**src/rtl/pwm_level_decoder.sv**
```systemverilog
// PWM receive decoder: measures period/high time of pwm_in and publishes level = floor(8*high/period).
// Optional macro PWM_DEC_FILTER_EN: a quotient is published only after two consecutive periods agree.
module pwm_level_decoder #(
    parameter int CNT_W      = 16,
    parameter int TIMEOUT    = 50000,
    parameter int MIN_PERIOD = 4
) (
    input  logic             main_Clk50Mhz,
    input  logic             main_rst,
    input  logic             pwm_in,
    output logic [2:0]       level,
    output logic             valid,
    output logic             stuck,
    output logic [CNT_W-1:0] period_q,
    output logic [CNT_W-1:0] high_q
);

    typedef enum logic [1:0] {
        WAIT_EDGE = 2'd0,
        MEASURE   = 2'd1,
        DIVIDE    = 2'd2
    } state_e;

    localparam logic [CNT_W-1:0] CNT_MAX   = '1;
    localparam logic [CNT_W-1:0] IDLE_MAX  = CNT_W'(TIMEOUT);
    localparam logic [CNT_W-1:0] IDLE_LAST = CNT_W'(TIMEOUT - 1);
    localparam logic [CNT_W-1:0] MIN_P     = CNT_W'(MIN_PERIOD);

    state_e           state_q, state_d;
    logic             sync_q, s_q, s_dly_q;
    logic             rise, timeout_hit;
    logic             accept, div_busy, div_done, publish;
    logic [1:0]       step_q, step_d;
    logic [CNT_W-1:0] p_cnt_q, p_cnt_d, h_cnt_q, h_cnt_d;
    logic [CNT_W-1:0] div_p_q, div_p_d, div_h_q, div_h_d;
    logic [CNT_W:0]   rem_q, rem_d, rem_sh, rem_sub;
    logic [1:0]       quo_q, quo_d;
    logic             quo_bit;
    logic [2:0]       quo_full;
    logic [CNT_W-1:0] idle_q, idle_d;
    logic [2:0]       level_q, level_d;
    logic             valid_q, valid_d, stuck_q, stuck_d;
    logic [CNT_W-1:0] out_period_q, out_period_d, out_high_q, out_high_d;

    assign rise        = s_q & ~s_dly_q;
    assign timeout_hit = ~rise & (idle_q == IDLE_LAST);

    // One restoring-division step per DIVIDE cycle; H < P keeps the quotient within 3 bits.
    assign rem_sh   = rem_q << 1;
    assign quo_bit  = (rem_sh >= {1'b0, div_p_q});
    assign rem_sub  = quo_bit ? (rem_sh - {1'b0, div_p_q}) : rem_sh;
    assign quo_full = {quo_q, quo_bit};

    // FSM: state register
    // NOTE: the asynchronous clear covers the synchronizer and the divider too, so a reset mid-DIVIDE drops the partial result at once.
    always_ff @(posedge main_Clk50Mhz or negedge main_rst) begin
        if (!main_rst) state_q <= WAIT_EDGE;
        else           state_q <= state_d;
    end

    // FSM: next state
    always_comb begin
        state_d = state_q;
        unique case (state_q)
            WAIT_EDGE: if (rise) state_d = MEASURE;
            MEASURE:   if (rise && (p_cnt_q >= MIN_P)) state_d = DIVIDE;
            DIVIDE:    if (step_q == 2'd2) state_d = MEASURE;
            default:   state_d = WAIT_EDGE;
        endcase
        if (timeout_hit) state_d = WAIT_EDGE;
    end

    // FSM: control outputs
    always_comb begin
        accept   = 1'b0;
        div_busy = 1'b0;
        div_done = 1'b0;
        unique case (state_q)
            MEASURE: accept = rise && (p_cnt_q >= MIN_P);
            DIVIDE: begin
                div_busy = 1'b1;
                div_done = (step_q == 2'd2);
            end
            default: ;
        endcase
        if (timeout_hit) begin
            accept   = 1'b0;
            div_busy = 1'b0;
            div_done = 1'b0;
        end
    end

`ifdef PWM_DEC_FILTER_EN
    logic [2:0] cand_q, cand_d;
    logic       cand_vld_q, cand_vld_d;

    assign publish = div_done && cand_vld_q && (quo_full == cand_q);

    always_comb begin
        cand_d     = cand_q;
        cand_vld_d = cand_vld_q;
        if (div_done) begin
            cand_d     = quo_full;
            cand_vld_d = 1'b1;
        end
        // A stuck line starts agreement tracking afresh.
        if (timeout_hit) cand_vld_d = 1'b0;
    end

    always_ff @(posedge main_Clk50Mhz or negedge main_rst) begin
        if (!main_rst) begin
            cand_q     <= '0;
            cand_vld_q <= 1'b0;
        end else begin
            cand_q     <= cand_d;
            cand_vld_q <= cand_vld_d;
        end
    end
`else
    assign publish = div_done;
`endif

    // Datapath next-state
    // NOTE: every signal gets its default before any branch so no path infers a latch.
    always_comb begin
        p_cnt_d      = p_cnt_q;
        h_cnt_d      = h_cnt_q;
        div_p_d      = div_p_q;
        div_h_d      = div_h_q;
        rem_d        = rem_q;
        quo_d        = quo_q;
        step_d       = step_q;
        idle_d       = idle_q;
        level_d      = level_q;
        valid_d      = 1'b0;
        stuck_d      = stuck_q;
        out_period_d = out_period_q;
        out_high_d   = out_high_q;

        if (rise)                    idle_d = '0;
        else if (idle_q != IDLE_MAX) idle_d = idle_q + CNT_W'(1);

        if (timeout_hit || (state_q == WAIT_EDGE && !rise)) begin
            p_cnt_d = '0;
            h_cnt_d = '0;
        end else if (rise) begin
            p_cnt_d = CNT_W'(1);
            h_cnt_d = CNT_W'(1);
        end else begin
            if (p_cnt_q != CNT_MAX)        p_cnt_d = p_cnt_q + CNT_W'(1);
            if (s_q && h_cnt_q != CNT_MAX) h_cnt_d = h_cnt_q + CNT_W'(1);
        end

        if (accept) begin
            div_p_d = p_cnt_q;
            div_h_d = h_cnt_q;
            rem_d   = {1'b0, h_cnt_q};
            quo_d   = '0;
            step_d  = '0;
        end else if (div_busy) begin
            rem_d  = rem_sub;
            quo_d  = quo_full[1:0];
            step_d = step_q + 2'd1;
        end

        if (publish) begin
            level_d      = quo_full;
            out_period_d = div_p_q;
            out_high_d   = div_h_q;
            valid_d      = 1'b1;
        end

        if (timeout_hit) begin
            stuck_d = 1'b1;
            level_d = s_q ? 3'd7 : 3'd0;
            valid_d = 1'b1;
        end else if (rise) begin
            stuck_d = 1'b0;
        end
    end

    always_ff @(posedge main_Clk50Mhz or negedge main_rst) begin
        if (!main_rst) begin
            sync_q       <= 1'b0;
            s_q          <= 1'b0;
            s_dly_q      <= 1'b0;
            p_cnt_q      <= '0;
            h_cnt_q      <= '0;
            div_p_q      <= '0;
            div_h_q      <= '0;
            rem_q        <= '0;
            quo_q        <= '0;
            step_q       <= '0;
            idle_q       <= '0;
            level_q      <= '0;
            valid_q      <= 1'b0;
            stuck_q      <= 1'b0;
            out_period_q <= '0;
            out_high_q   <= '0;
        end else begin
            sync_q       <= pwm_in;
            s_q          <= sync_q;
            s_dly_q      <= s_q;
            p_cnt_q      <= p_cnt_d;
            h_cnt_q      <= h_cnt_d;
            div_p_q      <= div_p_d;
            div_h_q      <= div_h_d;
            rem_q        <= rem_d;
            quo_q        <= quo_d;
            step_q       <= step_d;
            idle_q       <= idle_d;
            level_q      <= level_d;
            valid_q      <= valid_d;
            stuck_q      <= stuck_d;
            out_period_q <= out_period_d;
            out_high_q   <= out_high_d;
        end
    end

    assign level    = level_q;
    assign valid    = valid_q;
    assign stuck    = stuck_q;
    assign period_q = out_period_q;
    assign high_q   = out_high_q;

endmodule

```
**config.mk**
```make
export PLATFORM = sky130hd
export DESIGN_NAME = pwm_level_decoder
export DESIGN_NICKNAME = d
export VERILOG_FILES = /design/src/rtl/pwm_level_decoder.sv
export SDC_FILE = /design/constraint.sdc
export NUM_CORES = 1
export LEC_CHECK = 0
export CAP_MARGIN = 20
export CORE_ASPECT_RATIO = 0.9
export CORE_MARGIN = 8
export CORE_UTILIZATION = 55
export CTS_CLUSTER_DIAMETER = 80
export CTS_CLUSTER_SIZE = 20
export DETAILED_ROUTE_END_ITERATION = 8
export PLACE_DENSITY = 0.86
export RECOVER_POWER = 100
export REMOVE_ABC_BUFFERS = 1
export SYNTH_ARGS = -nofsm -noshare
export SYNTH_HDL_FRONTEND = slang
export SYNTH_SLANG_ARGS = --single-unit
```
**constraint.sdc**
```tcl
create_clock -name main_Clk50Mhz -period 3.3 [get_ports main_Clk50Mhz]
set_clock_uncertainty 0.2 [all_clocks]
set_input_delay 0.825 -clock main_Clk50Mhz [delete_from_list [all_inputs] [get_ports main_Clk50Mhz]]
set_output_delay 0.825 -clock main_Clk50Mhz [all_outputs]
set_load 0.005 [all_outputs]
```
==> results.md <==
- Non-filler cells, final: 911
- First-pass GRT wire length: 26200 um
- Cell variety after synth: 56
- Vias per Instance: 5.73
- Arrival time at the worst endpoint: 3200 ps
- Slew HR: -0.551
- Worst EP required: 3400 ps
- Die height: 123 um
- Final net count: 760
- DR iter-0 viols: 414
- Kind of critical path: flip-flop to flip-flop
- Rows: 39
- Share of cells above drive strength 1: 0.0696
- # diodes: 0
- I/O pin count: 40
- Clock Pin Slew Worst Setup and Hold Paths: 60 ps
- Synth async-reset ratio: 1.00
- Synth warnings: 0
- Post-CTS Resized: 0
- Max-Cap Viols: 1
- Nature of the critical path startpoint: flip-flop
- Yosys top cell area share: 0.510
- Final Max Slew Viols: 42
- Routed Antenna Nets: 0
- Pre-antenna DRT Iters: 5
- Grt total ovfl: 0
- CTS Buf Count: 17
- Fin crit share: 0.940
- Effective utilization at floorplan: 0.556
- Setup_tns: 0 ps
- Top_reg_cell synth: dfrtp_1
- Min cycle time layout: 3100 ps
- Seq/Total Area, Yosys: 0.510
- GRT Overall Usage: 0.202
- Mean routed wirelength per cell: 17.2 um
- Hold Crit Class: flip-flop to flip-flop
- Max rail drop VDD: 0.532 mV
- Max Clk Rate: 322 MHz
- RSZ-0062 raised after global routing: no
- Routability congestion estimate: 0.909
- Avg Cell Area, Syn: 10.1 um^2
- Area Overhead vs Synth: 15.6%
- CTS Hold Bufs: 0
- Max clock buf depth: 2
- Post-Route WL: 15700 um
- CTS tree: done
- Number of synthesized flops with an enable pin: 0
- Cell Area, Synth: 6970 um^2
- # Post-CTS Setup Buffers: 0
- Clock Sinks: 142
- Final HPWL DP: 11000 um
- Overall power: 6.31 mW
- CTS HTree Levels: 4
- Critical path capture point type: flip-flop
- Vias: 5221
- Vias in the first global route: 5191
- Synthesized instance count: 689
- Skew-Pair Late Insertion Delay: 420 ps
- Setup Viol. Count Final: 0
- Initial antenna violation count: 0
- Violated checks: max-capacitance violations, max-slew violations
- Status: complete, but fails checks
- Critical Path Fanout Max: 12
- Core Region: 12500 um^2
- Port Buffers: 39
- Synth top area cells: dfrtp_1 (51%), nand2_1 (5.8%), mux2_1 (4.8%), ha_1 (4.0%), xor2_1 (3.9%)
- Slew @ Worst Pin: 2330 ps
- DRC viols: 0
- Hold Violations, Final: 0
- Die area: 16500 um^2
- Yosys top cell by area: dfrtp_1
- PwrDens: 784 nW/um^2
- Leakage power: 3.98 nW
- Largest net degree at the start of global routing: 46
- FILL cells: 950
- Clk root buf: clkbuf_16
- Post-synthesis register bit count: 142
- Post-placement cell count: 878
- Die W: 135 um
## worst paths after layout
path	startpoint	endpoint	slack, ps	depth (start not counted)
worst max-delay path	rem_q[4]	rem_q[3]	200	8
worst min register to register	sync_q	s_q	160	0
worst min-delay path	sync_q	s_q	160	0
max in group asynchronous	main_rst	idle_q[8]	580	2
min in group asynchronous	main_rst	div_p_q[2]	900	1
worst max register to register	rem_q[4]	rem_q[3]	200	8
## final cells by class
class / instances / area (um^2) / share of cell area
repair buffers: 52 / 477 / 0.0592
clock buffers: 19 / 453 / 0.0562
well taps: 164 / 205 / 0.0255
flip-flops and latches: 142 / 3550 / 0.441
clock inverters: 13 / 113 / 0.0140
inverters: 30 / 113 / 0.0140
multi-input cells: 491 / 3140 / 0.390
## where the power goes
part           internal [mW]  switching, mW
Sequential              1.92          0.221
Clock                   1.08          0.741
Combinational           1.01           1.35
Total                   4.00           2.31
## Yosys cell counts, types with 3 or more instances
master and instances:
a21oi_1 24, o21ai_0 32, xnor2_1 17, nand4_1 10
and2_1 7, nand2b_1 6, nor3_1 9, nand3_1 28
a22o_1 10, a31oi_1 3, mux2i_1 10, a211o_1 4
buf_6 4, o21a_1 4, mux2_1 30, ha_1 22
dfrtp_1 142, a22oi_1 5, clkbuf_1 17, inv_1 30
nor2_1 64, and3_1 7, xor2_1 31, a211oi_1 3
nand2_1 107, nor3b_1 5, a21o_1 5, nor4_1 6
or4b_1 3, a221o_1 7
## registers in the layout (all words and copies together) (netlist names), 2 cells and up
name,cells
p_cnt_q,16
level,3
period_q,16
h_cnt_q,16
idle_q,16
step_q,2
state_q,2
div_h_q,16
quo_q,2
high_q,16
rem_q,16
div_p_q,16
## metrics by stage
stage                     utilization  setup WS, ps  instance area, um^2  hold WS (ps)
after global placement          0.601           248                 7530           132
after global routing            0.642          43.1                 8060           165
after detailed placement        0.601           216                 7530           148
final                           0.642           197                 8060           160
after floorplan                     -         -2570                 6830           131
after CTS                       0.646           207                 8100           117
## cell usage in the layout (no fill, tap or decap), types with 7 or more instances in the layout
| cell type | Yosys | routed |
|---|---|---|
| mux2i_1 | 10 | 10 |
| mux2_1 | 30 | 30 |
| nand3_1 | 28 | 28 |
| ha_1 | 22 | 22 |
| nand4_1 | 10 | 10 |
| clkbuf_16 | 0 | 17 |
| nor2_1 | 64 | 64 |
| dlygate4sd3_1 | 0 | 38 |
| nor4_1 | 6 | 7 |
| o21ai_0 | 32 | 33 |
| nand2_1 | 107 | 107 |
| xnor2_1 | 17 | 17 |
| a221o_1 | 7 | 7 |
| a22o_1 | 10 | 10 |
| a21oi_1 | 24 | 25 |
| inv_1 | 30 | 30 |
| xor2_1 | 31 | 31 |
| nor3_1 | 9 | 10 |
| and3_1 | 7 | 7 |
| dfrtp_1 | 142 | 142 |
## cells by family (layout without fill, tap and decap cells)
| logic type | count (synthesis) | count (layout) | synth area share |
|---|---|---|---|
| xor+xnor | 48 | 48 | 0.0603 |
| simple gates | 267 | 267 | 0.179 |
| flops | 142 | 142 | 0.510 |
| buf+inv | 56 | 114 | 0.0359 |
| fa+ha+maj | 23 | 23 | 0.0424 |
| mux | 42 | 42 | 0.0661 |
| compound gates | 111 | 111 | 0.106 |
## per-layer routing
| metal | up-vias | track usage | part of all wire |
|---|---|---|---|
| met4 | 0 | 0.0659 | 0.014 |
| met5 | - | 0 | 0 |
| li1 | 2491 | - | - |
| met2 | 151 | 0.320 | 0.47 |
| met1 | 2560 | 0.261 | 0.46 |
| met3 | 19 | 0.0585 | 0.055 |
## critical path, stage by stage (launching register included)
cell and delay, ps:
dfrtp_1 420, ha_1 410, inv_1 80, or4b_1 510, or4_1 500, nand3_1 110
a21oi_2 130, nor2b_4 250, a221o_1 380
Power figures use the tool's default switching activity.
